--- src/rtl/mem_access.sv ---
// MEM-stage data-memory access: store lane steering, load extension, req/ack bus
// handshake with pipeline stall, misalignment and timeout reporting.
module mem_access #(
    parameter int unsigned TIMEOUT = 16
) (
    input  logic        clk,
    input  logic        rst_n,
    input  logic        mem_read_m,
    input  logic        mem_write_m,
    input  logic [1:0]  size_m,
    input  logic        unsigned_m,
    input  logic [31:0] addr_m,
    input  logic [31:0] wdata_m,
    output logic        stall_m,
    output logic [31:0] read_data_m,
    output logic [1:0]  err_m,
    output logic        mem_req,
    output logic        mem_we,
    output logic [31:0] mem_addr,
    output logic [3:0]  mem_be,
    output logic [31:0] mem_wdata,
    input  logic [31:0] mem_rdata,
    input  logic        mem_ack
);

    // state  | meaning
    // IDLE   | waiting for a load/store; evaluates alignment
    // BUSY   | request on the bus, waiting for ack or timeout
    // DONE   | result/error valid, pipeline released for one cycle
    localparam logic [1:0] S_IDLE = 2'd0;
    localparam logic [1:0] S_BUSY = 2'd1;
    localparam logic [1:0] S_DONE = 2'd2;

    localparam logic [7:0] WAIT_TC = 8'(TIMEOUT - 1);

    localparam logic [1:0] ERR_OK    = 2'b00;
    localparam logic [1:0] ERR_ALIGN = 2'b01;
    localparam logic [1:0] ERR_TOUT  = 2'b10;

    logic [1:0]  state;
    logic [7:0]  wait_cnt;
    logic [1:0]  off_q;
    logic [1:0]  size_q;
    logic        uns_q;
    logic        load_q;

    logic        access;
    logic        misaligned;
    logic [3:0]  be_nxt;
    logic [31:0] wdata_nxt;
    logic [31:0] load_fmt;
    logic [7:0]  rd_byte;
    logic [15:0] rd_half;

    assign access  = mem_read_m | mem_write_m;
    assign stall_m = ((state == S_IDLE) && access) || (state == S_BUSY);

    always_comb begin
        misaligned = 1'b0;
        be_nxt     = 4'b1111;
        wdata_nxt  = wdata_m;
        case (size_m)
            2'b00: begin
                be_nxt    = 4'b0001 << addr_m[1:0];
                wdata_nxt = {4{wdata_m[7:0]}};
            end
            2'b01: begin
                misaligned = addr_m[0];
                be_nxt     = addr_m[1] ? 4'b1100 : 4'b0011;
                wdata_nxt  = {2{wdata_m[15:0]}};
            end
            default: begin
                misaligned = |addr_m[1:0];
            end
        endcase
        if (mem_read_m) begin
            be_nxt = 4'b1111;
        end
    end

    // Lane selection uses the offset captured at request time, since the
    // bus address has its low bits cleared.
    always_comb begin
        rd_byte  = mem_rdata[8*off_q +: 8];
        rd_half  = off_q[1] ? mem_rdata[31:16] : mem_rdata[15:0];
        load_fmt = mem_rdata;
        case (size_q)
            2'b00:   load_fmt = {{24{~uns_q & rd_byte[7]}}, rd_byte};
            2'b01:   load_fmt = {{16{~uns_q & rd_half[15]}}, rd_half};
            default: load_fmt = mem_rdata;
        endcase
    end

    always_ff @(posedge clk or negedge rst_n) begin
        if (!rst_n) begin
            state       <= S_IDLE;
            wait_cnt    <= 8'd0;
            read_data_m <= 32'd0;
            err_m       <= ERR_OK;
            mem_req     <= 1'b0;
            mem_we      <= 1'b0;
            mem_addr    <= 32'd0;
            mem_be      <= 4'd0;
            mem_wdata   <= 32'd0;
            off_q       <= 2'd0;
            size_q      <= 2'd0;
            uns_q       <= 1'b0;
            load_q      <= 1'b0;
        end else begin
            case (state)
                S_IDLE: begin
                    if (access) begin
                        if (misaligned) begin
                            err_m       <= ERR_ALIGN;
                            read_data_m <= 32'd0;
                            state       <= S_DONE;
                        end else begin
                            mem_req   <= 1'b1;
                            mem_we    <= mem_write_m;
                            mem_addr  <= {addr_m[31:2], 2'b00};
                            mem_be    <= be_nxt;
                            mem_wdata <= wdata_nxt;
                            off_q     <= addr_m[1:0];
                            size_q    <= size_m;
                            uns_q     <= unsigned_m;
                            load_q    <= mem_read_m;
                            wait_cnt  <= 8'd0;
                            state     <= S_BUSY;
                        end
                    end
                end
                S_BUSY: begin
                    if (mem_ack) begin
                        if (load_q) begin
                            read_data_m <= load_fmt;
                        end
                        err_m   <= ERR_OK;
                        mem_req <= 1'b0;
                        state   <= S_DONE;
                    end else if (wait_cnt == WAIT_TC) begin
                        mem_req     <= 1'b0;
                        err_m       <= ERR_TOUT;
                        read_data_m <= 32'd0;
                        state       <= S_DONE;
                    end else begin
                        wait_cnt <= wait_cnt + 8'd1;
                    end
                end
                S_DONE: begin
                    err_m <= ERR_OK;
                    state <= S_IDLE;
                end
                default: begin
                    state   <= S_IDLE;
                    mem_req <= 1'b0;
                end
            endcase
        end
    end

endmodule

--- config.mk ---
export PLATFORM = sky130hd
export DESIGN_NAME = mem_access
export DESIGN_NICKNAME = d
export VERILOG_FILES = /design/src/rtl/mem_access.sv
export SDC_FILE = /design/constraint.sdc
export NUM_CORES = 1
export LEC_CHECK = 0
export ABC_AREA = 1
export ABC_CLOCK_PERIOD_IN_PS = 1600
export CAP_MARGIN = 20
export CORE_ASPECT_RATIO = 1.75
export CORE_UTILIZATION = 41
export DETAILED_ROUTE_END_ITERATION = 10
export PLACE_DENSITY = 0.86
export SLEW_MARGIN = 10
export SYNTH_ARGS = -nofsm -noshare
export SYNTH_HDL_FRONTEND = slang
export SYNTH_SLANG_ARGS = --single-unit
--- constraint.sdc ---
create_clock -name clk -period 1.6 [get_ports clk]
set_input_delay 0.48 -clock clk [delete_from_list [all_inputs] [get_ports clk]]
set_output_delay 0.48 -clock clk [all_outputs]
set_load 0.05 [all_outputs]
==> metrics.txt, run 1 <==
placed cell area=between 9000 and 10000 sq um; die width=92.0 um; Error=[ERROR GRT-0232] Routing congestion too high. Check the congestion heatmap in the GUI.; row cnt=57; worst ep type=output port; Synth Cell Area=5810 sq um; Post-Syn Area per Cell=7.84 sq um; CTS Buf Count=17; Global Route Usage Sum=a little over half; compound-gate portion of the synthesized area=7.40%; largest net degree at the start of global routing=33; largest family of logic cells by synthesized area=simple AND/OR/NAND/NOR gates; mux share of post-synthesis cell area=0%; Synth Register Bits=118; sequential share of the synthesized area=about half; H-Tree Depth=4; Post-DP HPWL=14.4 mm; library cells used by synthesis=34; Yosys Warn Count=0; GPL Wtd Cong=about 0.88; I/O Buffers=~210; gr ovfl total=10; Post-Synthesis Cells=742; Initial Util=roughly 42%; simple-gate share of the synthesized area=34.5%; # IOs=209; # clock sinks=118; Max clock buf depth=2; clock tree root driver cell=clkbuf_16; post-synthesis adder-cell area fraction=1.08%; Die Height=160 um; Stopped at=global routing (5_1_grt); Synth Area in XOR/XNOR=less than 1%; post-GRT worst EP=stall_m; outcome=did not finish
## per-stage QoR
| stage | worst slack [ns] | utilization, % | TNS (ns) | std cells | hold WS (ns) |
|---|---|---|---|---|---|
| after floorplan | 0.0112 | - | 0 | 743 | 0.184 |
| after global placement | -0.490 | 69.0 | -46.95 | 1152 | 0.408 |
| after detailed placement | -0.549 | 69.0 | -50.73 | 1152 | 0.407 |
| after CTS | -0.409 | 78.1 | -19.99 | 1210 | 0.429 |
## what timing repair did
action / 4_1_cts
endpoints found under the setup margin: 117
pin swaps: 4
gates resized for setup: 46
buffers inserted: 14
hold buffers: 1
cloned: 12
hold endpoints to repair: 13
## kinds of logic after synthesis
family,after synthesis
buf+inv,66
simple gates,467
compound gates,81
xor+xnor,4
flops,118
fa+ha+maj,5
other cells,1
## layer usage
layer	overflow	GRT usage, %
met4	7	53.8
met2	3	82.8
met1	0	50.1
met5	0	0
met3	0	26.9
## cell usage after synthesis
cell	instances	area [sq um]
nand2_4	1	11.3
nand3_4	2	35.0
dfrtp_1	118	2950
buf_8	1	15.0
nand4_1	1	6.26
a21boi_0	1	7.51
buf_1	2	7.51
or2_2	10	62.6
nand3b_1	2	15.0
clkbuf_1	14	52.6
conb_1	1	3.75
a22oi_1	1	7.51
xor2_1	4	35.0
nand3_1	35	175
buf_2	11	55.1
o21ai_0	42	210
nand2_1	367	1380
nor2_8	1	20.0
nor2_4	1	11.3
a22o_1	1	8.76
nor2_1	24	90.1
o21ai_1	7	35.0
nand2_2	5	31.3
o21ai_4	1	16.3
buf_4	5	37.5
o211ai_1	2	15.0
nand3_2	16	160
a21oi_1	26	130
inv_2	4	15.0
nor2_2	1	6.26
inv_1	25	93.8
buf_6	4	45.0
ha_1	5	62.6
nand2b_1	1	6.26
==> run 2: changes to the inputs <==
Settings changed: ABC_CLOCK_PERIOD_IN_PS 1600 to 2100, CORE_ASPECT_RATIO 1.75 to default, CORE_UTILIZATION 41 to 30, PLACE_DENSITY 0.86 to default, PLACE_DENSITY_LB_ADDON from default to 0.15.
Clock period 1.6 ns to 2.1 ns, I/O delays scaled along.
==> metrics.txt, run 2 <==
CTS tree=done; setup violators final=0; commonest non-fill, non-tap cell in the layout=nand2_1; FMAX=483 MHz; largest net degree at the start of global routing=63; CP Data Required Time=roughly 1.5 ns; Slew headroom=between 50% and 60%; gr ovfl total=0; Initial Util=a little under a third; CP Class=reg2out; ys async rst share=between 90% and 100%; clock-pin slew of the registers on the worst-case setup and hold paths=roughly 0.060 ns; nature of the critical path endpoint=primary output; final count of pins violating max slew=0; switching share of power=48.0%; cell taking the most area after synthesis=dfrtp_1; top-area cell type share of the netlist area=50.8%; share of power burned in registers=25.9%; clock skew=between 0.009 and 0.01 ns; Max clock buf depth=2; Synth Cell Area=5810 sq um; initial antenna violation count=1; Post-DP HPWL=12.9 mm; nets=between 1k and 1.5k; Worst path max stage delay=between 0.4 and 0.5 ns; first-pass iteration count of the detailed router=4; Startpoint Class=flip-flop; core area=18800 sq um; largest vdd supply drop=745 uV; drt drc=0; Static Leak=4.53 nW; worst slew pin tran=around 0.6 ns; synth cell count leaders=nand2_1 (367), dfrtp_1 (118), o21ai_0 (42); main area contributors after synthesis=dfrtp_1 (51%), nand2_1 (24%), o21ai_0 (3.6%); P&R area growth vs syn=51.7%; CTS Buf Count=17; largest registers=mem_wdata (32), read_data_m (32), mem_addr (30); net load switching power=6.81 mW; Synth Register Bits=~120; Crit-path slowest cell=dfrtp_1; Filler Cells Inserted=1926; Int Pwr=7.39 mW; Die ar.=19900 sq um; Yosys Warn Count=0; most frequent cell after synthesis=nand2_1; Global Route Usage Sum=18.7%; PD cells=around 1600 nW/um^2; total of max-cap violations=0; Final ANT Viol Nets=0; placed cell area=between 8000 and 9000 sq um; sequential share of the synthesized area=between 50% and 60%; Die Height=between 100 and 150 um; final worst path period need=2.07 ns; WL/cell=14.2 um; first-pass GRT wire length=28.6 mm; initial DRC count=261; post-layout util=between 40% and 50%; library cells used by synthesis=34; Critical Path AT=about 1.4 ns; Post-Syn Area per Cell=a little under 8 sq um; # IOs=209; clock tree root driver cell=clkbuf_16; I/O Buffers=206; # clock sinks=between 100 and 150; vias in the first global route=around 5.5k; outcome=completed; Vias/cell=4.43; share of cells above drive strength 1=23.4%; setup TNS=0 ns; GPL Wtd Cong=0.858; H-Tree Depth=4; Max FO, Critical Path=4; hold crit path type=reg2reg; Cell Chain, Critical Path=inv_2 -> ha_4 -> inv_4 -> o21ai_4 -> buf_12; post-route cell area=~8800 sq um; period utilization=98.6%; die width=around 140 um; Post-Route WL=17.8 mm; combinational power share=53.0%; RSZ-0062 raised after global routing=yes; row cnt=50; Final Hold Vio Count=0; Clock power frac=21.1%; DR vias=between 5k and 6k; Post-Synthesis Cells=about 740; main flop type after synthesis=dfrtp_1; diode count=0; Post-synth EDFFs=0; most frequent cells in the layout=nand2_1 (367), buf_4 (143), dfrtp_1 (118); clock latency on the worst-skew pair=0.42 ns
run 2: cell counts after synthesis:
No cell type changed its count.
run 2: routing by layer:
| metal | GRT usage, % | vias to the layer above | wire, um |
|---|---|---|---|
| met5 | 0 | - | 0 |
| met4 | 5.66 | 0 | 201 |
| met3 | 6.96 | 19 | 1450 |
| met2 | 29.2 | 177 | 8010 |
| met1 | 23.8 | 2539 | 8100 |
| li1 | - | 2810 | - |
run 2: repair_timing:
action,CTS,global route
setup buffers,3,2
pin swaps,1,2
hold buffers,1,0
resized for setup,12,1
endpoints found under the hold margin,2,0
setup endpoints to repair,1,1
run 2: power by group through the flow:
stage / Sequential, mW / Clock [mW] / Combinational, mW
2_1_floorplan: 6.27 / 0 / 2.29
3_3_place_gp: 3.69 / 0 / 7.45
3_5_place_dp: 3.68 / 0 / 7.49
4_1_cts: 3.69 / 3.07 / 7.58
5_1_grt: 3.80 / 3.17 / 8.10
6_report: 3.68 / 3.00 / 7.53
run 2: cell type report:
class / count / area (sq um) / area share (%)
Timing Repair Buffer: 253 / 2240 / 25.4
Tap cell: 260 / 325 / 3.69
Clock inverter: 12 / 143 / 1.62
Inverter: 29 / 111 / 1.26
Multi-Input combinational cell: 559 / 2580 / 29.2
Clock buffer: 20 / 467 / 5.29
Sequential cell: 118 / 2950 / 33.5
run 2: kinds of logic after synthesis:
group	after synthesis	share of synthesized area [%]
buffers and inverters	66	5.53
XOR/XNOR	4	0.602
AO/OA/AOI/OAI	81	7.40
adder cells (fa/ha/maj)	5	1.08
other	1	0.0645
flip-flops	118	50.8
AND/OR/NAND/NOR	467	34.5
run 2: path summary, 6_finish.rpt:
| kind | from | end | slack [ns] | cells past startpoint |
|---|---|---|---|---|
| worst max-delay path | state[0]$_DFFE_PN0P_ | stall_m | 0.03 | 5 |
| worst min-delay path | err_m[0]$_DFFE_PN0P_ | err_m[0]$_DFFE_PN0P_ | 0.47 | 2 |
| worst max register to register | state[0]$_DFFE_PN0P_ | mem_wdata[16]$_DFFE_PN0P_ | 0.29 | 11 |
| worst min register to register | err_m[0]$_DFFE_PN0P_ | err_m[0]$_DFFE_PN0P_ | 0.47 | 2 |
| max in group asynchronous | rst_n | load_q$_DFFE_PN0P_ | 0.99 | 3 |
| min in group asynchronous | rst_n | read_data_m[3]$_DFFE_PN0P_ | 0.56 | 2 |
run 2: stage by stage:
step | power (mW) | instances | hold slack [ns] | worst slack (ns)
global placement | 11.1 | 1213 | 0.443 | -0.193
finish | 14.2 | 1251 | 0.473 | 0.0294
global route | 15.1 | 1251 | 0.495 | -0.0406
floorplan | 8.56 | 743 | 0.334 | 0.00704
detailed placement | 11.2 | 1213 | 0.444 | -0.254
CTS | 14.3 | 1249 | 0.478 | 0.00196
run 2: worst max-delay path, delay by kind of cell, from the launching register on:
family,cells,cell delay [ns]
buffers and inverters,3,0.29
DFF,1,0.42
adders and majority gates,1,0.15
AOI/OAI and AO/OA,1,0.17
Power figures use the tool's default switching activity.
==> run 3: changes to the inputs <==
Settings changed: ABC_CLOCK_PERIOD_IN_PS 2100 to default, GPL_TIMING_DRIVEN from default to 0.
Clock period 2.1 ns to 1.9 ns, I/O delays scaled along.
==> metrics.txt, run 3 (synthesis results as in run 2) <==
Reg2Reg Setup Slack=0.13 ns; PD cells=1760 nW/um^2; nature of the critical path endpoint=primary output; RSZ-0062 raised after global routing=yes; diode count=0; die width=141 um; hold crit path type=in2async; final count of pins violating max slew=0; row cnt=50; final worst path period need=2.10 ns; Startpoint Class=flip-flop; Max clock buf depth=2; Die Height=141 um; clock tree root driver cell=clkbuf_16; # clock sinks=118; setup violators final=1; most frequent cells in the layout=nand2_1 (366), dfrtp_1 (118), clkdlybuf4s50_1 (101); post-route cell area=8920 sq um; largest registers=mem_wdata (32), read_data_m (32), mem_addr (30); CTS Buf Count=17; commonest non-fill, non-tap cell in the layout=nand2_1; Initial Util=between 30% and 40%; worst slew pin tran=0.654 ns; period utilization=111%; DR vias=5557; Crit Reg-Reg Endpoint=read_data_m[30]$_DFFE_PN0P_; met1 WL=8.04 mm; clock skew=between 0.01 and 0.015 ns; routed wl met2=8.37 mm; Filler Cells Inserted=1888; initial DRC count=between 300 and 400; Slew headroom=56.4%; clock latency on the worst-skew pair=a little over 0.4 ns; H-Tree Depth=4; Critical Path AT=1.53 ns; first-pass iteration count of the detailed router=5; CTS tree=done; total of max-cap violations=0; failing checks=negative setup slack; Global Route Usage Sum=19.2%; setup TNS=-0.204 ns; Max FO, Critical Path=4; WL/cell=approximately 15 um; Die ar.=19900 sq um; outcome=finished, violations left; highest metal used=met4; clock-pin slew of the registers on the worst-case setup and hold paths=0.05 ns; R2R depth=10; I/O Buffers=205; detailed-routed wire length on met3=1.59 mm; core area=roughly 19000 sq um; Final Hold Vio Count=0; gr ovfl total=0; initial antenna violation count=0; setup ws final=-0.204 ns; placed cell area=8230 sq um; share of cells above drive strength 1=14.1%; Static Leak=4.53 nW; vias in the first global route=5394; Post-Route WL=18.3 mm; FMAX=475 MHz; CP Class=reg2out; largest net degree at the start of global routing=61; worst r2r src=state[0]$_DFFE_PN0P_; drt drc=0; Vias/cell=4.45; largest vdd supply drop=905 uV; Post-DP HPWL=13.5 mm; P&R area growth vs syn=53.4%; GPL Wtd Cong=~0.81; CP Data Required Time=1.33 ns; nets=1084; first-pass GRT wire length=29.2 mm; Final ANT Viol Nets=0; # IOs=209
## run 3: cell types whose count changed in the layout (fill, tap and decap cells not counted), sizes merged
cell,previous run,this run
clkdlybuf4s15,0,51
clkinv,3,4
dlygate4sd3,1,0
dlygate4sd2,2,33
buf,150,29
clkinvlp,4,1
inv,32,30
bufinv,2,5
clkdlybuf4s50,100,101
clkbuf,20,57
## run 3: worst max path at each step
stage,startpoint,endpoint,cells past startpoint
floorplan,state[0]$_DFFE_PN0P_,stall_m,4
global placement,rst_n,mem_addr[7]$_DFFE_PN0P_,1
detailed placement,mem_read_m,stall_m,4
CTS,state[1]$_DFFE_PN0P_,stall_m,5
global route,state[1]$_DFFE_PN0P_,stall_m,5
finish,state[1]$_DFFE_PN0P_,stall_m,5
## run 3: where the power goes
part / internal (mW) / switching [mW]
logic: 2.26 / 5.77
clock network: 2.47 / 1.21
registers: 3.46 / 0.520
total: 8.19 / 7.50
## run 3: area by class of cell
class / instances / area [sq um] / share of cell area (%)
flip-flops and latches: 118 / 2950 / 33.1
multi-input cells: 559 / 2610 / 29.2
repair buffers: 213 / 2010 / 22.5
clock buffers: 21 / 480 / 5.39
well taps: 260 / 325 / 3.65
plain buffers: 37 / 243 / 2.72
clock inverters: 11 / 194 / 2.17
inverters: 29 / 114 / 1.28
## run 3: worst max-delay path: stages (launching register included)
cell     delay, ns
dfrtp_1       0.41
inv_2         0.13
ha_4          0.18
inv_4         0.05
o21ai_4       0.17
buf_6         0.18
## run 3: stage by stage
step                util, %  hold slack [ns]  cells  setup WS (ns)  power (mW)
finish                 47.4            0.143   1248         -0.204        15.7
CTS                    47.0            0.150   1243         -0.221        15.6
floorplan                 -            0.274    743          0.114        9.47
global placement       43.5            0.458   1208          -4.75        12.4
detailed placement     43.7            0.464   1209         -0.795        12.4
global route           47.4            0.172   1248         -0.249        16.6
## run 3: timing repair
| item | 4_1_cts | 5_1_grt |
|---|---|---|
| cloned | 0 | 0 |
| hold buffers | 0 | 0 |
| hold endpoints to repair | 0 | 0 |
| resized for setup | 141 | 89 |
| buffers inserted | 2 | 5 |
| pin swaps | 1 | 4 |
| endpoints found under the setup margin | 157 | 151 |
## run 3: layer usage
metal  global-route usage (%)  up-vias
met2                     30.3      205
met3                     7.00       24
met1                     24.2     2530
met4                     6.29        0
li1                         -     2798
met5                        0        -
==> run 4: changes to the inputs <==
Settings changed: CAP_MARGIN 20 to default.
==> metrics.txt, run 4 (synthesis results as in run 2) <==
commonest non-fill, non-tap cell in the layout=nand2_1; post-route cell area=8920 sq um; Post-Route WL=around 18 mm; Worst path max stage delay=0.41 ns; Crit-path slowest cell=dfrtp_1; largest vdd supply drop=905 uV; GPL Wtd Cong=approximately 0.8; CP Data Required Time=1.33 ns; worst slew pin tran=0.654 ns; Post-DP HPWL=around 13 mm; largest net degree at the start of global routing=61; Static Leak=between 4 and 5 nW; combinational power share=51.2%; outcome=finished, violations left; CP Class=reg2out; Die ar.=19900 sq um; Int Pwr=8.19 mW; initial antenna violation count=0; setup ws final=-0.204 ns; core area=18800 sq um; Max clock buf depth=2; nets=1084; initial DRC count=317; period utilization=111%; share of cells above drive strength 1=14.1%; row cnt=50; # clock sinks=around 120; setup violators final=1; Critical Path AT=1.53 ns; DR vias=5557; share of power burned in registers=25.4%; clock tree root driver cell=clkbuf_16; Placed Cells=about 1.2k; PD cells=roughly 1800 nW/um^2; WL/cell=around 15 um; Final Hold Vio Count=0; FMAX=475 MHz; RSZ-0062 raised after global routing=yes; switching share of power=47.8%; Vias/cell=4.45; first-pass iteration count of the detailed router=5; clock latency on the worst-skew pair=just over 0.4 ns; Startpoint Class=flip-flop; hold crit path type=in2async; nature of the critical path endpoint=primary output; final count of pins violating max slew=0; Initial Util=30.9%; final worst path period need=2.10 ns; # IOs=209; Max FO, Critical Path=4; H-Tree Depth=4; clock skew=~0.011 ns; diode count=0; I/O Buffers=205; Filler Cells Inserted=1888; Pwr Total=15.7 mW; total of max-cap violations=0; Global Route Usage Sum=19.2%; Die Height=141 um; post-layout util=47.4%; Cell Count, Final, Fillers Out=1248; net load switching power=7.50 mW; R2R depth=10; Final ANT Viol Nets=0; CTS Buf Count=17; drt drc=0; clock-pin slew of the registers on the worst-case setup and hold paths=0.05 ns; CTS tree=done; placed cell area=between 8000 and 9000 sq um; gr ovfl total=0; die width=141 um; P&R area growth vs syn=53.4%; largest registers=mem_wdata (32), read_data_m (32), mem_addr (30); vias in the first global route=roughly 5.4k; failing checks=negative setup slack; Cell Chain, Critical Path=inv_2 -> ha_4 -> inv_4 -> o21ai_4 -> buf_6; first-pass GRT wire length=29.2 mm; Clock power frac=23.5%; Slew headroom=between 50% and 60%; most frequent cells in the layout=nand2_1 (366), dfrtp_1 (118), clkdlybuf4s50_1 (101)
[run 4: cell counts in the layout (fill, tap and decap cells not counted)]
No cell type changed its count.
[run 4: path summary, 6_finish.rpt]
| check | from | endpoint | slack, ns |
|---|---|---|---|
| worst max-delay path | state[1]$_DFFE_PN0P_ | stall_m | -0.20 |
| worst min-delay path | rst_n | err_m[0]$_DFFE_PN0P_ | 0.14 |
| worst max register to register | state[0]$_DFFE_PN0P_ | read_data_m[30]$_DFFE_PN0P_ | 0.13 |
| worst min register to register | mem_addr[12]$_DFFE_PN0P_ | mem_addr[12]$_DFFE_PN0P_ | 0.47 |
| max in group asynchronous | rst_n | mem_addr[19]$_DFFE_PN0P_ | 1.06 |
| min in group clk | mem_addr[12]$_DFFE_PN0P_ | mem_addr[12]$_DFFE_PN0P_ | 0.47 |
[run 4: layout make-up]
type / instances / area, sq um / share of cell area [%]
clock buffer: 21 / 480 / 5.39
sequential: 118 / 2950 / 33.1
timing repair buffer: 213 / 2010 / 22.5
inverter: 29 / 114 / 1.28
tap: 260 / 325 / 3.65
clock inverter: 11 / 194 / 2.17
buffer: 37 / 243 / 2.72
multi-input combinational: 559 / 2610 / 29.2
[run 4: routing by layer]
layer  track usage [%]  up-vias  share of wire (%)
li1                  -     2798                  -
met1              24.2     2530                 44
met2              30.3      205                 46
met3              7.00       24                8.6
met4              6.29        0                1.8
met5                 0        -                  0
[run 4: power groups by stage]
stage	Combinational [mW]	Clock (mW)	Sequential [mW]
finish	8.03	3.68	3.98
CTS	7.94	3.74	3.97
detailed placement	8.38	0	3.99
floorplan	2.54	0	6.93
global placement	8.36	0	4.01
global route	8.63	3.86	4.09
[run 4: worst max-delay path: cells and delay by family (launching register included)]
kind,cells,cell delay (ns)
AOI/OAI and AO/OA,1,0.17
adders and majority gates,1,0.18
buffers and inverters,3,0.36
DFF,1,0.41
[run 4: stage by stage]
step | hold WS [ns] | setup WS, ns | setup TNS (ns)
after detailed placement | 0.464 | -0.795 | -35.87
after CTS | 0.150 | -0.221 | -0.221
after global placement | 0.458 | -4.75 | -596.56
after global routing | 0.172 | -0.249 | -0.258
after floorplan | 0.274 | 0.114 | 0
final | 0.143 | -0.204 | -0.204
[run 4: what timing repair did]
item | in CTS | in global routing
pin swaps | 1 | 4
cloned | 0 | 0
endpoints found under the setup margin | 157 | 151
gates resized for setup | 141 | 89
buffers inserted | 2 | 5
hold buffers | 0 | 0
